<file path="config.mk">
export PLATFORM = sky130hd
export DESIGN_NAME = spi_master_gen_flat
export DESIGN_NICKNAME = d
export VERILOG_FILES = /design/src/rtl/spi_master_gen_if.sv /design/src/rtl/spi_master_gen.sv /design/src/flat_wrapper.sv
export SDC_FILE = /design/constraint.sdc
export NUM_CORES = 1
export LEC_CHECK = 0
export ABC_CLOCK_PERIOD_IN_PS = 2400
export CAP_MARGIN = 20
export CORE_MARGIN = 3
export CORE_UTILIZATION = 53
export DETAILED_ROUTE_END_ITERATION = 10
export GPL_ROUTABILITY_DRIVEN = 0
export HOLD_SLACK_MARGIN = 0.12
export PLACE_DENSITY = 0.8
export RECOVER_POWER = 100
export SLEW_MARGIN = 20
export SYNTH_ARGS = -nofsm -noshare
export SYNTH_HDL_FRONTEND = slang
export SYNTH_SLANG_ARGS = --single-unit
</file>
<file path="constraint.sdc">
create_clock -name clk -period 2.4 [get_ports clk]
set_input_delay 0.48 -clock clk [delete_from_list [all_inputs] [get_ports clk]]
set_output_delay 0.48 -clock clk [all_outputs]
set_load 0.1 [all_outputs]
</file>
<file path="src/rtl/spi_master_gen_if.sv">
// Front-end bus of spi_master_gen: transfer request, per-transfer config and result.
`timescale 1ns/1ps
interface spi_master_gen_if #(
    parameter int DWIDTH = 8,
    parameter int SS_W   = 1
);
    logic              start;
    logic [SS_W-1:0]   ss_sel;
    logic              cpol;
    logic              cpha;
    logic [DWIDTH-1:0] tx_data;
    logic [DWIDTH-1:0] rx_data;
    logic              busy;
    logic              done;

    modport master (
        output start, ss_sel, cpol, cpha, tx_data,
        input  rx_data, busy, done
    );

    modport slave (
        input  start, ss_sel, cpol, cpha, tx_data,
        output rx_data, busy, done
    );
endinterface

</file>
<file path="src/rtl/spi_master_gen.sv">
// Parametrised SPI master, all four CPOL/CPHA modes, MSB first, registered outputs.
// Optional build macro SPI_LOOPBACK_EN adds a latched loopback input (rx sampled from mosi).
`timescale 1ns/1ps
module spi_master_gen #(
    parameter int DWIDTH  = 8,
    parameter int NUM_SS  = 2,
    parameter int CLK_DIV = 2,
    parameter int SS_W    = 1
) (
    input  logic              clk,
    input  logic              reset,
    spi_master_gen_if.slave   bus,
`ifdef SPI_LOOPBACK_EN
    input  logic              loopback,
`endif
    output logic              sclk,
    output logic              mosi,
    input  logic              miso,
    output logic [NUM_SS-1:0] ss_n
);

    localparam int EDGES  = 2 * DWIDTH;
    localparam int EDGE_W = $clog2(EDGES + 1);
    localparam int DIV_W  = (CLK_DIV > 1) ? $clog2(CLK_DIV) : 1;
    localparam logic [DIV_W-1:0]  DIV_LAST  = DIV_W'(CLK_DIV - 1);
    localparam logic [EDGE_W-1:0] EDGE_LAST = EDGE_W'(EDGES - 1);
    localparam logic [SS_W:0]     NUM_SS_L  = (SS_W + 1)'(NUM_SS);

    typedef enum logic [1:0] {
        S_IDLE     = 2'd0,
        S_SETUP    = 2'd1,
        S_TRANSFER = 2'd2,
        S_HOLD     = 2'd3
    } state_t;

    state_t              state_r;
    logic [DIV_W-1:0]    div_cnt_r;
    logic [EDGE_W-1:0]   edge_cnt_r;
    logic [DWIDTH-1:0]   tx_sh_r;
    logic [DWIDTH-1:0]   rx_sh_r;
    logic [DWIDTH-1:0]   rx_data_r;
    logic                cpol_r;
    logic                cpha_r;
    logic                sclk_r;
    logic                mosi_r;
    logic [NUM_SS-1:0]   ss_n_r;
    logic                busy_r;
    logic                done_r;
    logic                lb_r;

    logic                accept_s;
    logic                div_last_s;
    logic                last_edge_s;
    logic                sample_edge_s;
    logic                sample_bit_s;
    logic                lb_in_s;

    function automatic logic [NUM_SS-1:0] ss_decode(input logic [SS_W-1:0] sel);
        logic [NUM_SS-1:0] v;
        v = '1;
        for (int i = 0; i < NUM_SS; i++) begin
            if (sel == SS_W'(i)) v[i] = 1'b0;
            else                 v[i] = 1'b1;
        end
        return v;
    endfunction

`ifdef SPI_LOOPBACK_EN
    assign lb_in_s = loopback;
`else
    assign lb_in_s = 1'b0;
`endif

    // The done cycle is already IDLE but must not accept a new request.
    assign accept_s      = (state_r == S_IDLE) && !done_r && bus.start &&
                           ({1'b0, bus.ss_sel} < NUM_SS_L);
    assign div_last_s    = (div_cnt_r == DIV_LAST);
    assign last_edge_s   = (edge_cnt_r == EDGE_LAST);
    // Edge k = edge_cnt_r+1 is leading when edge_cnt_r is even; cpha flips which edge samples.
    assign sample_edge_s = (~edge_cnt_r[0]) ^ cpha_r;
    assign sample_bit_s  = lb_r ? mosi_r : miso;

    // Transfer sequencer with registered SPI pins and bus outputs.
    always_ff @(posedge clk or posedge reset) begin
        if (reset) begin
            state_r    <= S_IDLE;
            div_cnt_r  <= '0;
            edge_cnt_r <= '0;
            tx_sh_r    <= '0;
            rx_sh_r    <= '0;
            rx_data_r  <= '0;
            cpol_r     <= 1'b0;
            cpha_r     <= 1'b0;
            lb_r       <= 1'b0;
            sclk_r     <= 1'b0;
            mosi_r     <= 1'b0;
            ss_n_r     <= '1;
            busy_r     <= 1'b0;
            done_r     <= 1'b0;
        end else begin
            done_r <= 1'b0;
            case (state_r)
                S_IDLE: begin
                    if (accept_s) begin
                        state_r    <= S_SETUP;
                        busy_r     <= 1'b1;
                        ss_n_r     <= ss_decode(bus.ss_sel);
                        cpol_r     <= bus.cpol;
                        cpha_r     <= bus.cpha;
                        lb_r       <= lb_in_s;
                        sclk_r     <= bus.cpol;
                        div_cnt_r  <= '0;
                        edge_cnt_r <= '0;
                        // cpha=0 drives the MSB now; the shifter then holds the remaining bits.
                        if (bus.cpha) begin
                            mosi_r  <= 1'b0;
                            tx_sh_r <= bus.tx_data;
                        end else begin
                            mosi_r  <= bus.tx_data[DWIDTH-1];
                            tx_sh_r <= {bus.tx_data[DWIDTH-2:0], 1'b0};
                        end
                    end else begin
                        sclk_r <= bus.cpol;
                        mosi_r <= 1'b0;
                        ss_n_r <= '1;
                    end
                end
                S_SETUP, S_TRANSFER: begin
                    if (div_last_s) begin
                        div_cnt_r  <= '0;
                        edge_cnt_r <= edge_cnt_r + EDGE_W'(1);
                        sclk_r     <= ~sclk_r;
                        state_r    <= last_edge_s ? S_HOLD : S_TRANSFER;
                        if (sample_edge_s) begin
                            rx_sh_r <= {rx_sh_r[DWIDTH-2:0], sample_bit_s};
                        end else if (!last_edge_s) begin
                            mosi_r  <= tx_sh_r[DWIDTH-1];
                            tx_sh_r <= {tx_sh_r[DWIDTH-2:0], 1'b0};
                        end else begin
                            mosi_r  <= mosi_r;
                        end
                    end else begin
                        div_cnt_r <= div_cnt_r + DIV_W'(1);
                    end
                end
                S_HOLD: begin
                    if (div_last_s) begin
                        state_r   <= S_IDLE;
                        div_cnt_r <= '0;
                        done_r    <= 1'b1;
                        busy_r    <= 1'b0;
                        ss_n_r    <= '1;
                        mosi_r    <= 1'b0;
                        rx_data_r <= rx_sh_r;
                    end else begin
                        div_cnt_r <= div_cnt_r + DIV_W'(1);
                    end
                end
                default: begin
                    state_r <= S_IDLE;
                    busy_r  <= 1'b0;
                    ss_n_r  <= '1;
                    mosi_r  <= 1'b0;
                end
            endcase
        end
    end

    assign sclk        = sclk_r;
    assign mosi        = mosi_r;
    assign ss_n        = ss_n_r;
    assign bus.rx_data = rx_data_r;
    assign bus.busy    = busy_r;
    assign bus.done    = done_r;

endmodule

</file>
<file path="src/flat_wrapper.sv">
// flat-port wrapper written by rule: the top's interface ports become plain ports
module spi_master_gen_flat 
#(
    parameter int DWIDTH  = 8,
    parameter int NUM_SS  = 2,
    parameter int CLK_DIV = 2,
    parameter int SS_W    = 1
)
  (clk, reset, sclk, mosi, miso, ss_n, bus_start, bus_ss_sel, bus_cpol, bus_cpha, bus_tx_data, bus_rx_data, bus_busy, bus_done);
  spi_master_gen_if #(.DWIDTH(DWIDTH), .SS_W(SS_W)) bus_i ();
  input  logic clk;
  input  logic reset;
  output logic sclk;
  output logic mosi;
  input  logic miso;
  output logic [NUM_SS-1:0] ss_n;
  input wire logic [$bits(bus_i.start)-1:0] bus_start;
  input wire logic [$bits(bus_i.ss_sel)-1:0] bus_ss_sel;
  input wire logic [$bits(bus_i.cpol)-1:0] bus_cpol;
  input wire logic [$bits(bus_i.cpha)-1:0] bus_cpha;
  input wire logic [$bits(bus_i.tx_data)-1:0] bus_tx_data;
  output wire logic [$bits(bus_i.rx_data)-1:0] bus_rx_data;
  output wire logic [$bits(bus_i.busy)-1:0] bus_busy;
  output wire logic [$bits(bus_i.done)-1:0] bus_done;
  assign bus_i.start = bus_start;
  assign bus_i.ss_sel = bus_ss_sel;
  assign bus_i.cpol = bus_cpol;
  assign bus_i.cpha = bus_cpha;
  assign bus_i.tx_data = bus_tx_data;
  assign bus_rx_data = bus_i.rx_data;
  assign bus_busy = bus_i.busy;
  assign bus_done = bus_i.done;
  spi_master_gen #(.DWIDTH(DWIDTH), .NUM_SS(NUM_SS), .CLK_DIV(CLK_DIV), .SS_W(SS_W)) u_core (.clk(clk), .reset(reset), .bus(bus_i), .sclk(sclk), .mosi(mosi), .miso(miso), .ss_n(ss_n));
endmodule
</file>
==> results.md <==
* I/O pins at 29
* RSZ-0062 raised after global routing: no
* First-pass GRT wire length at 6334 µm
* Post-Synth Adder-Cell Area at 2.632%
* Layout fillers at 274
* Hold Crit Class: reg -> reg
* Post-Syn Area at 0.001902 mm²
* Synth area leader: dfrtp_1
* Synth area leaders: dfrtp_1 (49%), mux2_1 (8.9%), a2bb2oi_2 (4.7%)
* Initial Util at 56.11%
* Outcome: finished clean
* Count of final hold-check violations at 0
* CP endpoint kind: output port
* Post-CTS Setup Inserts at 0
* Crit path max-delay family: buffers and inverters
* Share of layout cells above drive strength 1 at 20.86%
* Die footprint at 0.004343 mm²
* Synthesized Nets at 174
* WL per Instance at 15.41 µm
* Worst slew pin tran at 1.163 ns
* Antenna Cells at 0
* First DRT Iteration DRCs at 60
* Crit path DAT at 1.58 ns
* H-tree depth at 2
* Drt total wl at 3590 µm
* Tmin final at 2.061 ns
* Sink Count at 39
* Die Ht at 65.90 µm
* Tcrit/Tclk final at 85.89%
* Post-synth EDFFs at 0
* Remaining DRCs at 0
* Largest family of logic cells by synthesized area: compound AO/OA/AOI/OAI gates
* Synth Warn # at 0
* Rel. slew slack at 22.78%
* CP Launch Point: u_core.bus.rx_data[4]$_DFFE_PP0P_
* Ys flop type: dfrtp_1
* Die width at 65.90 µm
* Drt via density at 5.562
* Worst r2r src: u_core.state_r[1]$_DFFE_PP0P_
* Synthesized netlist cell count at 155
* Clock Path Buffers at 2
* Final core occ at 65.37%
* GRT Resource Usage Total at 19.72%
* Clock insertion delay at the later pin of the skew report at 0.36 ns
* Highest-delay cell along the critical path: buf_1
* Post-synthesis sequential area ratio at 51.45%
* Total grt overflow at 0
* Final setup fails at 0
* Core box area at 0.003390 mm²
* Worst R2R End: u_core.tx_sh_r[4]$_DFFE_PP0P_
* Crit path max fanout at 2
* Worst Skew at 0.005755 ns
* Max-cap violations at 0
* Final setup TNS at 0 ns
* Nets@finish at 205
* Clock slew at reported path FFs at 0.12 ns
* Port Buf Inserts at 28
* Initial antenna violation count at 0
* FFs w/ async S/R, synth at 100.0%
* Drt pass-1 iters at 4
* Area delta synth->final at 16.51%
* Worst EP required at 1.92 ns
* Synth Area in XOR/XNOR at 0.9211%
* Post-route ant nets at 0
* CP Depth at 1
* Final Slew Violations at 0
* Synth top area share at 48.68%
* Synth unique cells at 37
* Mapped Avg Cell Area at 12.27 µm²
* CTS tree: built
* Placement Rows at 21
* Hold buffers post-CTS at 0
* Max Fclk at 485.1 MHz
* Vias at 1296
* CP endpoint: bus_rx_data[4]
* Post-synthesis mux area share at 15.72%
* CTS resizes at 0
* Crit-path max cell delay at 0.86 ns
* CTS Buf Count at 5
* R2R depth at 6
* CP bufs+invs at 1
* CP Launch Type: register
* Flops & latches, synth at 39
* Vias in the first global route at 1425
* Simple-gate area share of the yosys netlist at 6.579%
* Setup Crit Path Kind: reg -> out
* Setup slack, reg-to-reg at 0.37 ns
* Largest net degree at the start of global routing at 18
* Compound-Gate Fraction of Synth Area at 18.49%
* Post-DP HPWL at 2667 µm
* Crit-path cells: buf_1
* Root Buffer: clkbuf_4
## registers in the layout (all words and copies together), names as in the netlist
| name | cells |
|---|---|
| u_core.bus.rx_data | 8 |
| u_core.rx_sh_r | 8 |
| u_core.tx_sh_r | 8 |
| u_core.edge_cnt_r | 5 |
| u_core.ss_n | 2 |
| u_core.state_r | 2 |
| u_core.bus.busy | 1 |
| u_core.bus.done | 1 |
| u_core.cpha_r | 1 |
| u_core.div_cnt_r | 1 |
| u_core.mosi | 1 |
| u_core.sclk | 1 |
## placed cells by master (no fill, tap or decap), types with 5 or more instances in the layout
cell	netlist	layout
inv_1	9	9
clkbuf_4	0	5
o21ai_0	2	5
mux2_2	8	8
mux2_1	15	15
o22ai_2	6	6
clkdlybuf4s50_1	0	13
dfrtp_1	37	37
a2bb2oi_1	0	5
a21oi_1	6	6
clkbuf_1	0	5
nand2_1	8	8
clkbuf_2	0	11
## area by class of cell
type / instances / area [µm²] / area share [%]
clock inverters: 3 / 67.56 / 3.049
multi-input cells: 98 / 812.0 / 36.65
inverters: 10 / 37.54 / 1.694
flip-flops and latches: 39 / 978.4 / 44.16
repair buffers: 32 / 225.2 / 10.16
clock buffers: 5 / 37.54 / 1.694
well taps: 46 / 57.56 / 2.597
## layer usage
metal / vias to the layer above / global-route usage (%) / routed length [µm]
met5: - / 0 / 0
met4: 0 / 11.14 / 68
met3: 7 / 5.612 / 183
met2: 24 / 33.29 / 1806
met1: 640 / 22.15 / 1532
li1: 625 / - / -
## worst min-delay path by stage
stage                                       start                                end  slack (ns)  depth (start not counted)
finish              u_core.rx_sh_r[7]$_DFFE_PP0P_      u_core.rx_sh_r[7]$_DFFE_PP0P_        0.51                          1
CTS                                         reset  u_core.bus.rx_data[2]$_DFFE_PP0P_        0.42                          2
detailed placement  u_core.rx_sh_r[7]$_DFFE_PP0P_      u_core.rx_sh_r[7]$_DFFE_PP0P_        0.48                          1
floorplan           u_core.rx_sh_r[7]$_DFFE_PP0P_      u_core.rx_sh_r[7]$_DFFE_PP0P_        0.45                          1
global route        u_core.rx_sh_r[7]$_DFFE_PP0P_      u_core.rx_sh_r[7]$_DFFE_PP0P_        0.55                          1
global placement    u_core.rx_sh_r[7]$_DFFE_PP0P_      u_core.rx_sh_r[7]$_DFFE_PP0P_        0.46                          1
## metrics by stage
step	setup WS (ns)	cells	area (µm²)	hold WS, ns
finish	0.3387	233	2216	0.5054
global route	0.1799	233	2216	0.5495
CTS	0.3487	233	2297	0.4157
floorplan	0.5582	155	1902	0.4541
global placement	0.4065	225	2192	0.4649
detailed placement	0.3170	225	2192	0.4805
## cells in the mapped netlist, types with 2 or more instances
cell type / number
a21oi_1: 6
a2bb2oi_2: 6
a31oi_1: 2
and2_1: 4
and3_1: 2
buf_2: 7
dfrtp_1: 37
dfstp_2: 2
ha_1: 4
inv_1: 9
mux2_1: 15
mux2_2: 8
mux2i_1: 4
nand2_1: 8
nand2b_1: 3
nor2_1: 4
o21ai_0: 2
o21ai_1: 5
o22a_1: 3
o22ai_2: 6
o2bb2ai_1: 2
## cells by family (layout without fill, tap and decap cells)
kind of cell	Yosys count	count (layout)
simple gates	25	25
buf+inv	18	50
compound gates	40	40
xor+xnor	2	2
flops	39	39
fa+ha+maj	4	4
mux	27	27
Power is not shown: default switching activity piles up to over one toggle a cycle in this logic, so the estimate is an artifact.
